<file path="config.mk">
export PLATFORM = sky130hd
export DESIGN_NAME = voxel_write_arbiter
export DESIGN_NICKNAME = d
export VERILOG_FILES = /design/src/rtl/voxel_pkg.sv /design/src/rtl/voxel_wr_fifo.sv /design/src/rtl/voxel_write_arbiter.sv
export SDC_FILE = /design/constraint.sdc
export NUM_CORES = 1
export LEC_CHECK = 0
export ABC_AREA = 0
export BUFFER_PORTS_ARGS = -buffer_cell sky130_fd_sc_hd__buf_2
export CAP_MARGIN = 25
export CELL_PAD_IN_SITES_DETAIL_PLACEMENT = 0
export CELL_PAD_IN_SITES_GLOBAL_PLACEMENT = 1
export CORE_UTILIZATION = 55
export DETAILED_ROUTE_END_ITERATION = 8
export GPL_ROUTABILITY_DRIVEN = 0
export MAX_ROUTING_LAYER = met4
export PLACE_DENSITY = 0.82
export SLEW_MARGIN = 20
export SYNTH_ARGS = -nofsm -noshare
export SYNTH_HDL_FRONTEND = slang
export SYNTH_SLANG_ARGS = --single-unit
</file>
<file path="constraint.sdc">
create_clock -name clk -period 15.6 [get_ports clk]
set_input_delay 2.34 -clock clk [delete_from_list [all_inputs] [get_ports clk]]
set_output_delay 2.34 -clock clk [all_outputs]
set_load 0.02 [all_outputs]
</file>
<file path="src/rtl/voxel_pkg.sv">
// voxel_pkg
// Shared definitions for the voxel memory write path.
//   VOX_ADDR_W / VOX_DATA_W : default voxel memory address / word widths
//   VOX_FIFO_DEPTH          : default host write queue depth
//   arb_state_t             : write arbiter FSM states
//   vox_wr_req_t            : one write request {addr, data} at the default widths;
//                             the host queue stores entries in this same bit layout.
package voxel_pkg;

    localparam int VOX_ADDR_W     = 18;
    localparam int VOX_DATA_W     = 64;
    localparam int VOX_FIFO_DEPTH = 8;

    typedef enum logic [1:0] {
        ARB_OPEN   = 2'd0,
        ARB_FENCED = 2'd1,
        ARB_FLUSH  = 2'd2
    } arb_state_t;

    typedef struct packed {
        logic [VOX_ADDR_W-1:0] addr;
        logic [VOX_DATA_W-1:0] data;
    } vox_wr_req_t;

endpackage

</file>
<file path="src/rtl/voxel_wr_fifo.sv">
// voxel_wr_fifo
// Synchronous FIFO for queued host writes. The head entry is visible
// combinationally so the arbiter can pop and issue it in the same cycle.
// Ports:
//   clk, rst         : clock, synchronous active-high reset (clears contents)
//   push, push_data  : enqueue (ignored when full)
//   pop              : dequeue head (ignored when empty)
//   head             : current head entry
//   count            : number of stored entries
//   full, empty      : status flags derived from count
module voxel_wr_fifo #(
    parameter int WIDTH = 82,
    parameter int DEPTH = 8
) (
    input  logic                   clk,
    input  logic                   rst,
    input  logic                   push,
    input  logic [WIDTH-1:0]       push_data,
    input  logic                   pop,
    output logic [WIDTH-1:0]       head,
    output logic [$clog2(DEPTH):0] count,
    output logic                   full,
    output logic                   empty
);

    localparam int PTR_W = $clog2(DEPTH);
    localparam int CNT_W = PTR_W + 1;

    logic [WIDTH-1:0] storage [DEPTH];
    logic [PTR_W-1:0] wr_ptr;
    logic [PTR_W-1:0] rd_ptr;
    logic             do_push;
    logic             do_pop;

    assign full    = (count == CNT_W'(DEPTH));
    assign empty   = (count == '0);
    assign do_push = push && !full;
    assign do_pop  = pop && !empty;
    assign head    = storage[rd_ptr];

    // Data storage needs no reset; validity is tracked by count alone.
    always_ff @(posedge clk) begin
        if (do_push) begin
            storage[wr_ptr] <= push_data;
        end
    end

    // Pointers wrap naturally because DEPTH is a power of two.
    always_ff @(posedge clk) begin
        if (rst) begin
            wr_ptr <= '0;
            rd_ptr <= '0;
            count  <= '0;
        end else begin
            if (do_push) begin
                wr_ptr <= wr_ptr + PTR_W'(1);
            end
            if (do_pop) begin
                rd_ptr <= rd_ptr + PTR_W'(1);
            end
            case ({do_push, do_pop})
                2'b10:   count <= count + CNT_W'(1);
                2'b01:   count <= count - CNT_W'(1);
                default: count <= count;
            endcase
        end
    end

endmodule

</file>
<file path="src/rtl/voxel_write_arbiter.sv">
// voxel_write_arbiter
// Sequences writes into the voxel geometry memory from the world generator
// (always wins, no backpressure) and a queued host/debug write path.
// Ports:
//   clk, rst                              : clock, synchronous active-high reset
//   gen_wr_en/addr/data                   : generator write, issued immediately
//   host_wr_valid/ready/addr/data         : host write into the queue
//   fence_en, core_busy                   : hold host drain while the core renders
//   flush_req, flush_done                 : drain-everything handshake
//   mem_write_en/addr/data                : registered memory write port
//   fifo_count, idle, wr_count            : status and write statistics
module voxel_write_arbiter
    import voxel_pkg::*;
#(
    parameter int ADDR_W     = VOX_ADDR_W,
    parameter int DATA_W     = VOX_DATA_W,
    parameter int FIFO_DEPTH = VOX_FIFO_DEPTH,
    parameter int CNT_W      = 32
) (
    input  logic                        clk,
    input  logic                        rst,
    input  logic                        gen_wr_en,
    input  logic [ADDR_W-1:0]           gen_wr_addr,
    input  logic [DATA_W-1:0]           gen_wr_data,
    input  logic                        host_wr_valid,
    output logic                        host_wr_ready,
    input  logic [ADDR_W-1:0]           host_wr_addr,
    input  logic [DATA_W-1:0]           host_wr_data,
    input  logic                        fence_en,
    input  logic                        core_busy,
    input  logic                        flush_req,
    output logic                        flush_done,
    output logic                        mem_write_en,
    output logic [ADDR_W-1:0]           mem_write_addr,
    output logic [DATA_W-1:0]           mem_write_data,
    output logic [$clog2(FIFO_DEPTH):0] fifo_count,
    output logic                        idle,
    output logic [CNT_W-1:0]            wr_count
);

    arb_state_t                 state;
    arb_state_t                 state_next;
    logic                       flush_done_next;
    logic                       host_push;
    logic                       host_pop;
    logic                       drain_ok;
    logic                       fence_hold;
    logic                       fifo_full;
    logic                       fifo_empty;
    logic [ADDR_W+DATA_W-1:0]   fifo_head;

    voxel_wr_fifo #(
        .WIDTH (ADDR_W + DATA_W),
        .DEPTH (FIFO_DEPTH)
    ) u_fifo (
        .clk       (clk),
        .rst       (rst),
        .push      (host_push),
        .push_data ({host_wr_addr, host_wr_data}),
        .pop       (host_pop),
        .head      (fifo_head),
        .count     (fifo_count),
        .full      (fifo_full),
        .empty     (fifo_empty)
    );

    // Ready uses the pre-pop count, so a full queue refuses a push even in
    // a cycle where it also pops. Pushes are frozen while flushing.
    assign host_wr_ready = !fifo_full && (state != ARB_FLUSH);
    assign host_push     = host_wr_valid && host_wr_ready;
    assign fence_hold    = fence_en && core_busy;
    assign drain_ok      = (state != ARB_FENCED);
    assign host_pop      = !gen_wr_en && !fifo_empty && drain_ok;
    assign idle          = (fifo_count == '0) && !mem_write_en;

    // A flush request that finds nothing queued (and nothing arriving this
    // cycle) completes immediately without entering FLUSH. In FLUSH no pushes
    // are accepted, so an empty queue means the final pop has already been
    // registered onto the memory port; flush_done lands one cycle after it.
    always_comb begin
        state_next      = state;
        flush_done_next = 1'b0;
        case (state)
            ARB_OPEN, ARB_FENCED: begin
                if (flush_req && fifo_empty && !host_push) begin
                    flush_done_next = 1'b1;
                    state_next      = fence_hold ? ARB_FENCED : ARB_OPEN;
                end else if (flush_req) begin
                    state_next = ARB_FLUSH;
                end else if (fence_hold) begin
                    state_next = ARB_FENCED;
                end else begin
                    state_next = ARB_OPEN;
                end
            end
            ARB_FLUSH: begin
                if (fifo_empty) begin
                    flush_done_next = 1'b1;
                    state_next      = ARB_OPEN;
                end
            end
            default: state_next = ARB_OPEN;
        endcase
    end

    // Registered memory port: address/data hold their last value between writes.
    always_ff @(posedge clk) begin
        if (rst) begin
            state          <= ARB_OPEN;
            flush_done     <= 1'b0;
            mem_write_en   <= 1'b0;
            mem_write_addr <= '0;
            mem_write_data <= '0;
            wr_count       <= '0;
        end else begin
            state        <= state_next;
            flush_done   <= flush_done_next;
            mem_write_en <= gen_wr_en || host_pop;
            if (gen_wr_en) begin
                mem_write_addr <= gen_wr_addr;
                mem_write_data <= gen_wr_data;
            end else if (host_pop) begin
                mem_write_addr <= fifo_head[DATA_W +: ADDR_W];
                mem_write_data <= fifo_head[DATA_W-1:0];
            end
            if (mem_write_en) begin
                wr_count <= wr_count + CNT_W'(1);
            end
        end
    end

endmodule

</file>
==> results.yml, run 1 <==
floorplan:
  die_y_um: 235
  fp-row-count: 85
  coreArea_mm2: 0.0538
  die_area_mm2: 0.0554
  io-pin-count: 293
  fp.dieW_um: 235
  initial_core_util_pct: 55.7
final_layout:
  n_fill_cell: 3636
  areaGrowthSynthToFinish_pct: 16.5
  nNetsFinal: 2064
  final_common_cell: "edfxtp_1"
  seqCellArea_mm2: 0.0223
  fin_cells: 2665
  drive_gt1_share_pct: 36.0
  layout_common_cells: "656 x edfxtp_1, 291 x buf_2, 164 x mux4_2, 128 x dfxtp_1, 106 x a21oi_1"
  multi_input_area_mm2: 0.00727
global_routing:
  grt_max_degree: 89
  grt_pass1_vias: 16400
  antenna_found_initial: 17
  grt_pass1_wl_um: 97800
  grt_usage_pct: 24.1
  gr-total-overflow: 0
clock_tree:
  clk_pin_slew_ns: 0.06
  cts_sinks: 787
  cts_tree: "done"
  worstSkewPairLatency_ns: 0.62
  cts_buffers: 79
  htree_levels: 3
  postCtsHoldBufs: 0
  clock_path_buffers: 3
  ctsResizeCount: 0
  cts_root_buffer: "clkbuf_16"
  cts_setup_buffers: 0
place:
  dp.cells: 2500
  post-place-ws_ns: 10.18
  place_hpwl_um: 36600
  port_buffers: 292
timing:
  max_freq_mhz: 214
  finalHoldViolations: 0
  drv_slew: 0
  fin_worst_skew_ns: 0.0273
  timing.hold.ws_ns: 0.448
  slew_headroom_pct: 28.0
  fin_ws_ns: 10.92
  setup_viol: 0
  rsz0062_at_grt: "no"
  post-route-min-period_ns: 4.68
  post-route-period-util_pct: 30.0
  worst_slew_pin_slew_ns: 1.08
  setup_tns_ns: 0
detailed_routing:
  num_vias: 16000
  routedWlPerCell_um: 24.1
  ant_nets: 0
  dr.pass1.iters: 7
  drt_iter0_markers: 1325
  drt_wl_total_um: 64200
  viasPerCell: 5.99
  drc: 0
worst_setup_path:
  crit_slowest_cell: "buf_4"
  slowest_delay_ns: 0.67
  crit_fanout: 85
  arrival_ns: 5.22
  worstSetupEndpointType: "register"
  crit_type: "input port to register"
  path_cells: "buf_4 -> nor3_2 -> buf_4 -> ha_1 -> xor2_1 -> ha_1 -> a21oi_1 -> xor2_1 -> or3_1 -> a21oi_1"
  worst_setup_path_start_kind: "input port"
  required_ns: 16.14
  startpoint: "gen_wr_en"
synth:
  syn-cell-area_mm2: 0.0300
  synth-seq-area-share_pct: 74.5
  synth_edf_count: 656
  synth_seq_cells: 787
  syn_inst: 1585
  synth.avg_cell_area_um2: 18.9
  yosysWarnings: 0
  synth_nets: 1762
  synth_cell_types: 43
  synthFlopType: "edfxtp_1"
  async_reset_ff_share_pct: 0
hold_path:
  min_from: "mem_write_data[16]"
  hp-class: "register to register"
power:
  peakVddDrop_mv: 0.0903
  leakage_nw: 11.6
  p_per_area_mw_per_mm2: 156
  power_mw: 5.45
run:
  cap_violations: 0
run_status:
  outcome: "complete, no violations"
[layer usage]
layer	up-vias	wire (µm)	GRT usage, %
met5	-	0	-
met4	0	1200	7.19
met3	80	3990	4.70
met2	518	31900	38.2
met1	8306	27100	32.1
li1	7048	-	-
[Yosys cell counts, types with 9 or more instances]
cell type  instances  area, µm²
mux2_2            85        957
a21oi_1          106        531
buf_1             10       37.5
nand2_1           96        360
or4_1             15        113
dfxtp_1          131       2620
mux4_2           164       3690
inv_1              9       33.8
o31ai_1           12       90.1
o21ai_0           11       55.1
xor2_1             9       78.8
edfxtp_1         656      19700
nor2_1            27        101
a22oi_1           81        608
clkbuf_1          60        225
nand3_1           10       50.1
buf_2             26        130
[sequential cells by signal, indices dropped and copies added, names as in the netlist, named ones only]
signal          cells
u_fifo.rd_ptr       3
mem_write_en        1
u_fifo.count        4
wr_count           32
flush_done          1
u_fifo.storage    656
state               2
u_fifo.wr_ptr       3
mem_write_addr     18
mem_write_data     64
[layout make-up]
type | instances | share of cell area (%)
flip-flops and latches | 787 | 64.0
inverters | 10 | 0.108
clock buffers | 111 | 6.39
clock inverters | 36 | 1.31
repair buffers | 319 | 4.81
well taps | 696 | 2.49
multi-input cells | 690 | 20.8
diodes | 16 | 0.115
[final timing paths]
path,to,slack [ns],cells past startpoint
max,u_fifo.count[2],10.92,10
min,mem_write_data[16],0.45,2
max reg2reg,mem_write_data[56],11.92,6
min reg2reg,mem_write_data[16],0.45,2
[metrics by stage]
step / cell area, µm² / util, %
final: 34900 / 64.9
after global routing: 34900 / 64.9
after CTS: 34900 / 64.8
after detailed placement: 32200 / 59.8
after global placement: 32200 / 59.8
after floorplan: 30000 / -
[power breakdown]
| part | switching, mW | internal (mW) |
|---|---|---|
| clock network | 0.772 | 1.17 |
| registers | 0.0966 | 2.47 |
| logic | 0.550 | 0.395 |
[critical path: cells and delay by family]
family                     cells  cell delay (ns)
AOI/OAI and AO/OA              2             0.18
adders and majority gates      2             0.55
xor gates and xnor gates       2             0.34
and+or+nand+nor                2             0.67
buffers and inverters          2             1.10
[cells by family after synthesis]
| family | share of synthesized area, % |
|---|---|
| and+or+nand+nor | 3.28 |
| adders and majority gates | 0.250 |
| muxes | 15.6 |
| DFF | 74.5 |
| AOI/OAI and AO/OA | 4.42 |
| buffers and inverters | 1.50 |
| xor gates and xnor gates | 0.467 |
Power figures use the tool's default switching activity.
==> inputs of run 2 (changes only) <==
- CORE_UTILIZATION: 55 -> 46
- PLACE_DENSITY: 0.82 -> 0.73
- clock period: 15.6 -> 4.2 ns (I/O delays scaled with it)
==> run 2 against run 1 <==
- clock power increased to 3.6 times the previous value
- via count is 1.1% lower
- critical path type is now register to register
- critical endpoint unchanged
- sequential power increased to 3.7 times the previous value
- wire length down 0.82%
- sequential share of layout area shrank 0.72 points
- highest routed layer unchanged
==> results.yml, run 2 (synthesized netlist as in run 1, its figures left out) <==
final_layout:
  fin_area_mm2: 0.0353
  largest_reg_flops: 656
  regMostFlops: "u_fifo.storage"
  nNetsFinal: 2070
  areaGrowthSynthToFinish_pct: 17.8
  reg_top3: "u_fifo.storage (656), mem_write_data (64), wr_count (32)"
  final_common_cell: "edfxtp_1"
  layout_common_cells: "656 x edfxtp_1, 290 x buf_2, 164 x mux4_2, 125 x dfxtp_1, 106 x a21oi_1"
  n_fill_cell: 5022
  drive_gt1_share_pct: 36.2
clock_tree:
  worstSkewPairLatency_ns: 0.61
  htree_levels: 3
  cts_tree: "done"
  ctsResizeCount: 0
  cts_buffers: 82
  cts_root_buffer: "clkbuf_16"
  clock_path_buffers: 3
  clk_pin_slew_ns: 0.06
  cts_sinks: 787
  postCtsHoldBufs: 0
  cts_setup_buffers: 0
worst_setup_path:
  startpoint: "u_fifo.count[0]"
  crit_type: "register to register"
  arrival_ns: 3.41
  worst_setup_path_start_kind: "register"
  reg2reg_from: "u_fifo.count[0]"
  crit_fanout: 9
  worstSetupEndpointType: "register"
  required_ns: 4.72
floorplan:
  fp.dieW_um: 257
  io-pin-count: 293
  die_area_mm2: 0.0662
  coreArea_mm2: 0.0645
  die_y_um: 257
  initial_core_util_pct: 46.5
  fp-row-count: 93
timing:
  max_freq_mhz: 346
  setup_tns_ns: 0
  drv_slew: 0
  fin_ws_ns: 1.31
  post-route-period-util_pct: 68.7
  slew_headroom_pct: 32.4
  post-route-min-period_ns: 2.89
  worst_slew_pin_slew_ns: 1.00
  fin_worst_skew_ns: 0.0231
  rsz0062_at_grt: "no"
  setup_viol: 0
  finalHoldViolations: 0
detailed_routing:
  num_vias: 15800
  drt_iter0_markers: 1187
  viasPerCell: 5.57
  drc: 0
  drt_wl_total_um: 63700
  routedWlPerCell_um: 22.5
  dr.pass1.iters: 6
  ant_nets: 0
power:
  peakVddDrop_mv: 0.340
  p_per_area_mw_per_mm2: 570
  leakage_nw: 11.6
global_routing:
  antenna_found_initial: 18
  grt_max_degree: 85
  grt_pass1_wl_um: 97200
  grt_pass1_vias: 16200
  grt_usage_pct: 20.0
  gr-total-overflow: 0
run_status:
  outcome: "complete, no violations"
place:
  place_area_mm2: 0.0326
  post-place-ws_ns: 1.32
  place_hpwl_um: 36000
  port_buffers: 292
hold_path:
  min_from: "flush_req"
  hp-class: "input port to register"
run:
  cap_violations: 0
run 2: path summary, 6_finish.rpt:
| path | to | slack (ns) | depth (start not counted) |
|---|---|---|---|
| max | u_fifo.count[2] | 1.31 | 10 |
| min | state[0] | 0.23 | 2 |
| max reg2reg | u_fifo.count[2] | 1.31 | 10 |
| min reg2reg | mem_write_data[2] | 0.45 | 2 |
run 2: final cells by class:
class	instances	area (µm²)	share of cell area, %
clock buffers	114	2300	6.50
clock inverters	37	348	0.985
inverters	10	37.5	0.106
multi-input cells	690	7300	20.7
well taps	855	1070	3.03
repair buffers	322	1890	5.34
diodes	18	45.0	0.128
flip-flops and latches	787	22300	63.2
run 2: through the flow:
step / utilization [%] / hold slack, ns / total power [mW] / std cells
after detailed placement: 50.5 / 0.440 / 13.3 / 2662
after floorplan: - / 0.472 / 12.0 / 1585
after global placement: 50.5 / 0.436 / 13.2 / 2662
final: 54.8 / 0.228 / 20.1 / 2833
after CTS: 54.6 / 0.193 / 20.3 / 2813
after global routing: 54.8 / 0.213 / 21.0 / 2833
run 2: report_power, final:
part	internal, mW	total (mW)	switching [mW]
clock	4.19	7.06	2.86
combinational	1.54	3.54	2.01
sequential	9.17	9.54	0.372
run 2: critical path, cell delays in order (launching register included):
cell     delay [ns]
dfxtp_2        0.36
or4b_1         0.58
and3_1         0.28
inv_2          0.25
ha_1           0.32
xor2_1         0.19
ha_1           0.16
a21oi_1        0.05
xor2_1         0.15
or3_1          0.31
a21oi_1        0.15
run 2: metal layers:
| metal | wire [µm] | global-route usage [%] |
|---|---|---|
| met4 | 1180 | 6.04 |
| met3 | 3480 | 3.94 |
| met5 | 0 | - |
| met2 | 30600 | 30.8 |
| met1 | 28400 | 27.0 |
==> inputs of run 3 (changes only) <==
- clock period: 4.2 -> 2.65 ns (I/O delays scaled with it)
==> run 3 against run 2 <==
- cell count is 0.14% higher
- sequential power is 57% higher
- power is 60% higher
- register-to-register slack worse by 1.1 ns
- first-iteration DRC count is 3.6% lower
- worst setup slack worse by 1.1 ns
- sequential share of layout area is 0.49 points lower
- flip-flop and latch count stayed put
- core utilization is 0.44 points higher
- wire length is 1.7% higher
- largest power group unchanged
- worst hold slack worse by 0.19 ns
- combinational power is 68% higher
==> results.yml, run 3 (synthesized netlist as in run 1, its figures left out) <==
power:
  peakVddDrop_mv: 0.534
  power_mw: 32.2
  seq_power_share_pct: 46.5
  swShare_pct: 26.4
  p_per_area_mw_per_mm2: 906
  pwr-share-clk_pct: 35.0
  switchingPower_mw: 8.52
  power_frac_comb_pct: 18.5
  p_int_mw: 23.7
  leakage_nw: 11.8
final_layout:
  largest_reg_flops: 656
  regMostFlops: "u_fifo.storage"
  reg_top3: "u_fifo.storage (656), mem_write_data (64), wr_count (32)"
  fin_cells: 2837
  nNetsFinal: 2085
  drive_gt1_share_pct: 37.1
  layout_common_cells: "656 x edfxtp_1, 290 x buf_2, 164 x mux4_2, 124 x dfxtp_1, 106 x a21oi_1"
  areaGrowthSynthToFinish_pct: 18.8
  final_common_cell: "edfxtp_1"
worst_setup_path:
  crit_type: "register to register"
  reg2reg_from: "u_fifo.count[0]"
  crit_fanout: 9
  r2r-end: "u_fifo.count[2]"
  required_ns: 3.19
  worstSetupEndpointType: "register"
  startpoint: "u_fifo.count[0]"
  worst_setup_path_start_kind: "register"
  r2r_setup_slack_ns: 0.18
  endpoint: "u_fifo.count[2]"
  reg2reg_depth: 10
  arrival_ns: 3.02
detailed_routing:
  dr.pass1.iters: 7
  routedWlPerCell_um: 22.8
  drc: 0
  drt_iter0_markers: 1144
  ant_nets: 0
  num_vias: 15800
  drt_wl_total_um: 64800
  viasPerCell: 5.57
global_routing:
  grt_usage_pct: 20.3
  grt_max_degree: 85
  gr-total-overflow: 0
  grt_pass1_vias: 16400
  antenna_found_initial: 7
  grt_pass1_wl_um: 98300
clock_tree:
  ctsResizeCount: 0
  cts_sinks: 787
  clk_pin_slew_ns: 0.07
  cts_root_buffer: "clkbuf_16"
  clock_path_buffers: 3
  cts_tree: "done"
  worstSkewPairLatency_ns: 0.63
  cts_buffers: 80
  htree_levels: 3
floorplan:
  initial_core_util_pct: 46.5
  coreArea_mm2: 0.0645
  fp-row-count: 93
  io-pin-count: 293
  die_y_um: 257
  fp.dieW_um: 257
  die_area_mm2: 0.0662
timing:
  rsz0062_at_grt: "no"
  setup_viol: 0
  drv_slew: 0
  post-route-min-period_ns: 2.47
  max_freq_mhz: 404
  finalHoldViolations: 0
  worst_slew_pin_slew_ns: 0.709
  post-route-period-util_pct: 93.3
  slew_headroom_pct: 52.7
  fin_worst_skew_ns: 0.0244
place:
  dp.cells: 2679
  place_hpwl_um: 36400
  port_buffers: 292
run:
  cap_violations: 0
hold_path:
  hp-class: "input port to register"
run_status:
  outcome: "complete, no violations"
-- run 3: changes by cell type in the layout (fill, tap and decap cells not counted), sizes merged --
| cell | change |
|---|---|
| buf | +16 |
| bufinv | +3 |
| clkbuf | -15 |
| clkinv | +7 |
| diode | -11 |
| dlygate4sd3 | +1 |
| inv | +3 |
-- run 3: worst min path at each step --
stage                             startpoint                    end  depth (start not counted)
after floorplan                     state[1]               state[0]                          1
after global placement    mem_write_data[31]     mem_write_data[31]                          2
after detailed placement   mem_write_data[8]      mem_write_data[8]                          2
after CTS                   host_wr_data[37]  u_fifo.storage[5][37]                          1
after global routing         host_wr_data[7]   u_fifo.storage[1][7]                          1
final                        host_wr_data[8]   u_fifo.storage[4][8]                          1
-- run 3: area by class of cell --
| class | instances | area (µm²) |
|---|---|---|
| clock inverter | 50 | 531 |
| fill | 4959 | 28900 |
| tap | 855 | 1070 |
| inverter | 10 | 45.0 |
| multi-input combinational | 690 | 7310 |
| timing repair buffer | 339 | 2170 |
| antenna | 7 | 17.5 |
| clock buffer | 99 | 2120 |
| sequential | 787 | 22300 |
-- run 3: worst max-delay path, stage by stage, from the launching register on --
cell	delay, ns
dfxtp_2	0.36
or4b_4	0.56
and3_4	0.21
inv_8	0.11
ha_1	0.19
xor2_1	0.17
ha_1	0.17
a21oi_1	0.05
xor2_1	0.15
or3_1	0.31
a21oi_1	0.14
-- run 3: timing repair --
action / 4_1_cts / 5_1_grt
setup buffers: 0 / 0
hold endpoints to repair: 1 / 0
hold buffers: 1 / 0
-- run 3: stage by stage --
| step | area, µm² | TNS, ns | setup slack [ns] | utilization [%] | hold WS [ns] |
|---|---|---|---|---|---|
| 2_1_floorplan | 30100 | -401.43 | -1.41 | - | 0.472 |
| 3_3_place_gp | 32900 | 0 | 0.170 | 51.0 | 0.434 |
| 3_5_place_dp | 32900 | 0 | 0.180 | 51.0 | 0.440 |
| 4_1_cts | 35600 | 0 | 0.157 | 55.2 | 0.00119 |
| 5_1_grt | 35600 | 0 | 0.0279 | 55.2 | 0.0267 |
| 6_report | 35600 | 0 | 0.176 | 55.2 | 0.0393 |
-- run 3: metal layers --
| metal | up-vias | track usage [%] | part of all wire (%) |
|---|---|---|---|
| met4 | 0 | 5.32 | 1.6 |
| li1 | 7094 | - | - |
| met2 | 423 | 33.2 | 50 |
| met1 | 8207 | 26.6 | 43 |
| met5 | - | - | 0 |
| met3 | 77 | 3.26 | 5.3 |
-- run 3: power by group through the flow --
| stage | Clock, mW | Combinational (mW) | Sequential, mW |
|---|---|---|---|
| finish | 11.3 | 5.96 | 15.0 |
| global route | 12.0 | 6.42 | 15.1 |
| CTS | 11.5 | 6.07 | 15.0 |
| detailed placement | 0 | 6.03 | 15.3 |
| global placement | 0 | 5.96 | 15.2 |
| floorplan | 0 | 3.56 | 15.5 |
